`src/rtl/reg_wb_arbiter.sv`:
```
// reg_wb_arbiter: write-side front end for the 32x32 register file.
// ALU writebacks own the single write port whenever they target a nonzero
// register; multiply/divide results wait in an in-order circular queue and
// retire on cycles the ALU leaves free. An ALU write squashes older queued
// MD writes to the same register so they can never overwrite newer data.
//
// MD handshake: a result transfers on a rising edge where Md_valid and
// Md_ready are both high. Md_ready depends only on registered occupancy
// (and Rst), never on Md_valid or on a pop in the same cycle. A transfer
// to $0 completes the handshake but stores nothing.
module reg_wb_arbiter #(
  parameter int DEPTH = 4,
  parameter int AW    = 2
) (
  input  logic          Clk,
  input  logic          Rst,
  input  logic          Alu_valid,
  input  logic [4:0]    Alu_reg,
  input  logic [31:0]   Alu_data,
  input  logic          Md_valid,
  output logic          Md_ready,
  input  logic [4:0]    Md_reg,
  input  logic [31:0]   Md_data,
  output logic          Reg_write,
  output logic [4:0]    Write_reg,
  output logic [31:0]   Write_data,
  output logic [AW:0]   Count,
  output logic [31:0]   Pending
);

  localparam logic [AW:0] FULL = (AW+1)'(DEPTH);

  logic [DEPTH-1:0] q_valid;
  logic [4:0]       q_reg  [DEPTH];
  logic [31:0]      q_data [DEPTH];
  logic [AW-1:0]    wr_ptr;
  logic [AW-1:0]    rd_ptr;
  logic [AW:0]      count;

  logic alu_wr;
  logic md_hs;
  logic push;
  logic pop;

  assign Md_ready = !Rst && (count != FULL);
  assign Count    = count;

  // Arbitration: ALU to a nonzero register wins; otherwise the head pops.
  always_comb begin
    alu_wr = Alu_valid && (Alu_reg != 5'd0);
    md_hs  = Md_valid && Md_ready;
    push   = md_hs && (Md_reg != 5'd0);
    pop    = !alu_wr && (count != '0);
  end

  // Queue bookkeeping: squash first, then pop clear, then the new entry,
  // so an MD result accepted alongside a same-register ALU write survives.
  always_ff @(posedge Clk) begin
    if (Rst) begin
      q_valid <= '0;
      wr_ptr  <= '0;
      rd_ptr  <= '0;
      count   <= '0;
    end else begin
      for (int i = 0; i < DEPTH; i++) begin
        if (alu_wr && q_valid[i] && (q_reg[i] == Alu_reg)) begin
          q_valid[i] <= 1'b0;
        end
      end
      if (pop) begin
        q_valid[rd_ptr] <= 1'b0;
        rd_ptr          <= rd_ptr + AW'(1);
      end
      if (push) begin
        q_valid[wr_ptr] <= 1'b1;
        wr_ptr          <= wr_ptr + AW'(1);
      end
      case ({push, pop})
        2'b10:   count <= count + (AW+1)'(1);
        2'b01:   count <= count - (AW+1)'(1);
        default: count <= count;
      endcase
    end
  end

  // Queue payload storage; no reset needed since valid bits gate its use.
  always_ff @(posedge Clk) begin
    if (push) begin
      q_reg[wr_ptr]  <= Md_reg;
      q_data[wr_ptr] <= Md_data;
    end
  end

  // Registered write port; address/data hold when nothing is written.
  always_ff @(posedge Clk) begin
    if (Rst) begin
      Reg_write  <= 1'b0;
      Write_reg  <= 5'd0;
      Write_data <= 32'd0;
    end else if (alu_wr) begin
      Reg_write  <= 1'b1;
      Write_reg  <= Alu_reg;
      Write_data <= Alu_data;
    end else if (pop) begin
      Reg_write  <= q_valid[rd_ptr];
      Write_reg  <= q_reg[rd_ptr];
      Write_data <= q_data[rd_ptr];
    end else begin
      Reg_write  <= 1'b0;
    end
  end

  // Registers with a live queued write; $0 can never be pending.
  always_comb begin
    Pending = 32'd0;
    for (int i = 0; i < DEPTH; i++) begin
      if (q_valid[i]) begin
        Pending[q_reg[i]] = 1'b1;
      end
    end
    Pending[0] = 1'b0;
  end

endmodule

```
`config.mk`:
```
export PLATFORM = sky130hd
export DESIGN_NAME = reg_wb_arbiter
export DESIGN_NICKNAME = d
export VERILOG_FILES = /design/src/rtl/reg_wb_arbiter.sv
export SDC_FILE = /design/constraint.sdc
export NUM_CORES = 1
export LEC_CHECK = 0
export CORE_ASPECT_RATIO = 1.25
export CORE_UTILIZATION = 30
export CTS_BUF_LIST = sky130_fd_sc_hd__clkbuf_16
export CTS_CLUSTER_DIAMETER = 100
export DETAILED_ROUTE_END_ITERATION = 16
export PLACE_DENSITY = 0.61
export SLEW_MARGIN = 20
export SYNTH_ARGS = -nofsm -noshare
export SYNTH_HDL_FRONTEND = slang
export SYNTH_SLANG_ARGS = --single-unit
```
`constraint.sdc`:
```
create_clock -name Clk -period 6.8 [get_ports Clk]
set_input_delay 2.04 -clock Clk [delete_from_list [all_inputs] [get_ports Clk]]
set_output_delay 2.04 -clock Clk [all_outputs]
set_load 0.01 [all_outputs]
```
==> results of run 1 <==
-- cell usage after synthesis (all sizes together) (6+ instances only) --
| cell | n |
|---|---|
| edfxtp | 148 |
| nor2 | 53 |
| dfxtp | 51 |
| nand2 | 50 |
| a21oi | 45 |
| mux4 | 38 |
| a211oi | 36 |
| clkbuf | 34 |
| buf | 21 |
| a22oi | 18 |
| o221ai | 18 |
| xor2 | 13 |
| nand3 | 12 |
| a221o | 10 |
| inv | 10 |
| nand3b | 10 |
| o22ai | 10 |
| ha | 9 |
| nor3b | 9 |
| xnor2 | 9 |
| and3 | 8 |
| nor3 | 6 |
-- per-stage QoR --
step / instance area (um^2) / setup WS, ns / cells / power, uW / util [%]
after floorplan: 8950 / 1.99 / 660 / 2020 / -
after global placement: 10700 / 1.46 / 1155 / 2330 / 36.4
after detailed placement: 10700 / 1.44 / 1155 / 2340 / 36.4
after CTS: 11300 / 1.91 / 1187 / 3330 / 38.4
after global routing: 11300 / 1.72 / 1187 / 3450 / 38.4
final: 11300 / 1.91 / 1187 / 3300 / 38.4
-- worst max-delay path, delay by kind of cell --
family	cells	cell delay, ns
buf+inv	2	0.65
fa+ha+maj	2	0.57
compound gates	2	0.69
simple gates	3	1.15
xor+xnor	1	0.16
-- cell type report --
class                      count  area [um^2]
inverter                      10         37.5
tap                          396          495
clock buffer                  17          425
sequential                   199         5470
clock inverter                15          158
multi-input combinational    396         3150
fill                        2801        18100
timing repair buffer         154         1530
-- cell families after synthesis --
kind of cell | Yosys count
compound gates | 153
xor+xnor | 22
fa+ha+maj | 10
buf+inv | 65
flops | 199
mux | 40
other cells | 1
simple gates | 170
-- per-layer routing --
layer / vias up / wire [um]
li1: 2806 / -
met1: 2994 / 9260
met2: 246 / 12100
met3: 37 / 1380
met4: 0 / 391
met5: - / 0
-- path summary, 6_finish.rpt --
path                           end  slack [ns]  cells past startpoint
min reg2reg              flip-flop        0.55                      2
max reg2reg  Count[2]$_SDFFE_PP0P_        4.12                     10
min                      flip-flop        0.55                      2
max          Count[2]$_SDFFE_PP0P_        1.91                     10
-- power by group --
| group | switching [uW] | leakage (uW) | internal, uW |
|---|---|---|---|
| Clock | 480 | 0.000283 | 522 |
| Sequential | 77.6 | 0.00177 | 1400 |
| Combinational | 438 | 0.00152 | 374 |
| Total | 996 | 0.00357 | 2300 |
==> metrics, run 1 <==
first-pass GRT wire length 35,300 um; Setup-failing EPs final 0; Setup Buffers After CTS 0; gr busiest metal met2; CTS Buf Count 17; final hold viol count 0; min-delay worst type flip-flop to flip-flop; vias in the first global route 6,136; layout cell share with drive strength beyond 1 12.0%; Tcrit/Tclk final between 70% and 80%; clk_skew 0.0118 ns; Vias roughly 6,100; GRT Resource Usage Total 15.5%; area leader, netlist edfxtp_1; Mapped Nets 748; slowest stage cell, crit path or4_4; critical path type input pin to flip-flop; Post-Synth Adder-Cell Area 1.48%; Pwr Density 293 mW/mm^2; reg2reg start Count[2]$_SDFFE_PP0P_; Cells after Synth 660; Synth warnings 0; EDFF count, synth approximately 150; combinational family with the most area after synthesis compound AO/OA/AOI/OAI gates; drt wl/cell 19.5 um; Final Max Tran Viols 0; CP Launch Point Alu_reg[0]; die area 0.0305 mm^2; number of antenna violations at the first check in global routing 0; die height 195 um; asr flop ratio synth 0%; met3 GRT Util 3.08%; Worst path max stage delay 0.64 ns; WP data required roughly 7 ns; worst-path maximum fanout 43; compound-gate portion of the synthesized area 12.3%; worst-margin pin slew 1.06 ns; xor/xnor share of the synthesized area between 2 and 2.5%; CP Capture Type flip-flop; met2 global-route usage between 20% and 30%; Worst IR Drop VDD roughly 0.19 mV; commonest register cell after synthesis edfxtp_1; total grt overflow 0; max FFs per register 128; DRT Pass-1 Iters 5; top-level I/O count 152; area of the core 0.0293 mm^2; DR vias/cell 5.12; row count 70; Initial Util just over 30%; post-synthesis sequential area ratio 61.1%; worst hold start rd_ptr[0]$_SDFFE_PP0N_; syn_area_per_cell 13.6 um^2; Final #Nets 866; post_cts resized 0; pin count of the biggest net entering global routing 50; maximum buffer depth of the clock tree 2; RSZ-0062 raised after global routing false; count of cell types in the netlist 47; most frequent cells in the layout clkdlybuf4s50_1 (149), edfxtp_1 (148), nor2_1 (53); die width approximately 160 um; CTS tree built; Sink Count a little under 200; CP Launch Type input pin; status complete, no violations; Post-route DRC 0; initial DRC count 417; multiplexer share of the synthesized area 9.79%; hold_ws 0.549 ns; Synth top area share 49.7%; htree depth 4; met1 GRT Util between 10% and 20%; number of synthesized register bits 199; most common cell after layout, fill and taps aside clkdlybuf4s50_1; Layout Area Growth over Synthesis 25.9%; fmax 205 MHz; root buf cell clkbuf_16; worst endpoint data arrival time 5.25 ns; Syn Std Cell Area 0.00895 mm^2; maxcap violations 0; hold-fix buffer count after cts 0; Clock Pin Slew Worst Setup and Hold Paths 0.08 ns; Period minus WS final between 4 and 5 ns; Max-slew headroom between 20% and 30%; synth top area cells edfxtp_1 (50%), dfxtp_1 (11%), mux4_2 (9.6%), a211oi_1 (2.9%), a21oi_1 (2.5%); PortBufs 150; # diodes 0; Total Wirelength ~23,000 um; Routability Congestion 0.884; Lkg Pwr roughly 0.0036 uW; Post-Synth Simple-Gate Area 9.34%; Setup TNS Final 0 ns; crit-path cells clkdlybuf4s50_1 > or4_4 > o21a_2 > nor2_1 > ha_1 > inv_1 > fa_1 > xor2_1 > or3_1 > a21oi_1; Clock Latency Late Sink 0.44 ns; HPWL after DPL 15,300 um; Detail Route Antenna Nets 0
No activity file was read; power rests on OpenSTA's default activity.
==> run 2, diff against run 1 <==
--- a/config.mk
+++ b/config.mk
@@ -10,7 +10,7 @@
 export CTS_BUF_LIST = sky130_fd_sc_hd__clkbuf_16
 export CTS_CLUSTER_DIAMETER = 100
 export DETAILED_ROUTE_END_ITERATION = 16
-export PLACE_DENSITY = 0.61
+export PLACE_DENSITY = 0.63
 export SLEW_MARGIN = 20
 export SYNTH_ARGS = -nofsm -noshare
 export SYNTH_HDL_FRONTEND = slang
==> constraint.sdc (replaced) <==
create_clock -name Clk -period 4.1 [get_ports Clk]
set_input_delay 1.23 -clock Clk [delete_from_list [all_inputs] [get_ports Clk]]
set_output_delay 1.23 -clock Clk [all_outputs]
set_load 0.01 [all_outputs]
==> metrics, run 2 (same netlist as run 1, synthesis figures left out) <==
maximum buffer depth of the clock tree 2; Total Wirelength 23,800 um; drt wl/cell about 20 um; total grt overflow 0; most frequent cells in the layout clkdlybuf4s50_1 (149), edfxtp_1 (148), nor2_1 (53); GRT Resource Usage Total 15.8%; die height 195 um; min-delay worst type flip-flop to flip-flop; R2R setup slack 1.50 ns; Max-slew headroom 31.9%; placed cell area 0.0109 mm^2; RSZ-0062 raised after global routing false; htree depth 4; status complete, no violations; fmax 270 MHz; number of antenna violations at the first check in global routing 0; CP Capture Type output pin; die width 156 um; Tcrit/Tclk final 90.2%; initial DRC count 446; worst-margin pin slew 1.02 ns; layout cell share with drive strength beyond 1 13.4%; Lkg Pwr 0.00366 uW; first-pass GRT wire length 36,100 um; top-level I/O count roughly 150; Clock Latency Late Sink 0.43 ns; PortBufs 150; Clock Pin Slew Worst Setup and Hold Paths 0.07 ns; HPWL after DPL 16,000 um; die area 0.0305 mm^2; Sink Count 199; most common cell after layout, fill and taps aside clkdlybuf4s50_1; row count 70; WP data required 2.87 ns; Final Max Tran Viols 0; Period minus WS final 3.70 ns; FILL cells between 2,000 and 3,000; Detail Route Antenna Nets 0; Layout Area Growth over Synthesis 27.7%; Routability Congestion between 0.8 and 0.9; Final #Nets 882; Pwr Density 477 mW/mm^2; CTS tree built; clk_skew between 0.007 and 0.008 ns; Worst IR Drop VDD 0.359 mV; critical path type flip-flop to output pin; # diodes 0; root buf cell clkbuf_16; hold-fix buffer count after cts 0; area of the core 0.0293 mm^2; max FFs per register 128; DR vias/cell 5.18; Vias 6,236; maxcap violations 0; DRT Pass-1 Iters 5; Setup TNS Final 0 ns; post_cts resized 0; CTS Buf Count 17; worst-path maximum fanout 10; vias in the first global route ~6,300; worst endpoint data arrival time 2.47 ns; Setup-failing EPs final 0; Finished Cell Area 0.0114 mm^2; CP Launch Type flip-flop; Initial Util between 30% and 40%; Setup Buffers After CTS 0; pin count of the biggest net entering global routing 45; Post-route DRC 0; final hold viol count 0
[run 2: cell type report]
class                           instances  area (um^2)  share of cell area (%)
Timing Repair Buffer                  170         1700                    14.8
Sequential cell                       199         5470                    47.8
Multi-Input combinational cell        396         3150                    27.6
Clock buffer                           18          450                    3.94
Inverter                               10         37.5                   0.328
Tap cell                              396          495                    4.34
Clock inverter                         14          125                    1.09
[run 2: final timing paths]
check                                   from                    endpoint  cells after the start
setup / recovery       q_reg[0][4]$_DFFE_PP_                  Pending[5]                      4
setup reg to reg       Count[2]$_SDFFE_PP0P_       Count[2]$_SDFFE_PP0P_                     10
hold / removal    Write_data[9]$_SDFFE_PP0P_  Write_data[9]$_SDFFE_PP0P_                      2
hold reg to reg   Write_data[9]$_SDFFE_PP0P_  Write_data[9]$_SDFFE_PP0P_                      2
[run 2: through the flow]
stage / instances / worst slack (ns) / total power [uW] / hold WS [ns] / utilization (%)
final: 1203 / 0.400 / 5450 / 0.546 / 38.9
after global routing: 1203 / 0.291 / 5710 / 0.569 / 38.9
after CTS: 1203 / 0.399 / 5520 / 0.551 / 38.9
after detailed placement: 1171 / 0.233 / 3920 / 0.533 / 37.0
after global placement: 1171 / 0.248 / 3920 / 0.530 / 37.0
after floorplan: 660 / 0.440 / 3340 / 0.503 / -
[run 2: where the power goes]
group | switching (uW) | internal, uW | total, uW
sequential | 161 | 2330 | 2490
combinational | 720 | 637 | 1360
clock | 730 | 876 | 1610
total | 1610 | 3840 | 5450
[run 2: critical path, cell delays in order (launching register included)]
cell and delay [ns]:
edfxtp_1 0.58, nor3b_1 0.57, a22oi_1 0.18, o221ai_1 0.12, clkdlybuf4s50_1 0.58
[run 2: routing by layer]
layer  part of all wire (%)  GRT usage, %
met1                     40          18.5
met5                      0             0
met4                    1.5          5.52
met3                    6.5          3.79
met2                     52          28.0
==> run 3, diff against run 2 <==
--- a/config.mk
+++ b/config.mk
@@ -11,7 +11,7 @@
 export CTS_CLUSTER_DIAMETER = 100
 export DETAILED_ROUTE_END_ITERATION = 16
 export PLACE_DENSITY = 0.63
-export SLEW_MARGIN = 20
+export SLEW_MARGIN = 10
 export SYNTH_ARGS = -nofsm -noshare
 export SYNTH_HDL_FRONTEND = slang
 export SYNTH_SLANG_ARGS = --single-unit
==> results of run 3 <==
No change in the layout: final DEF, timing and power equal those of run 2.
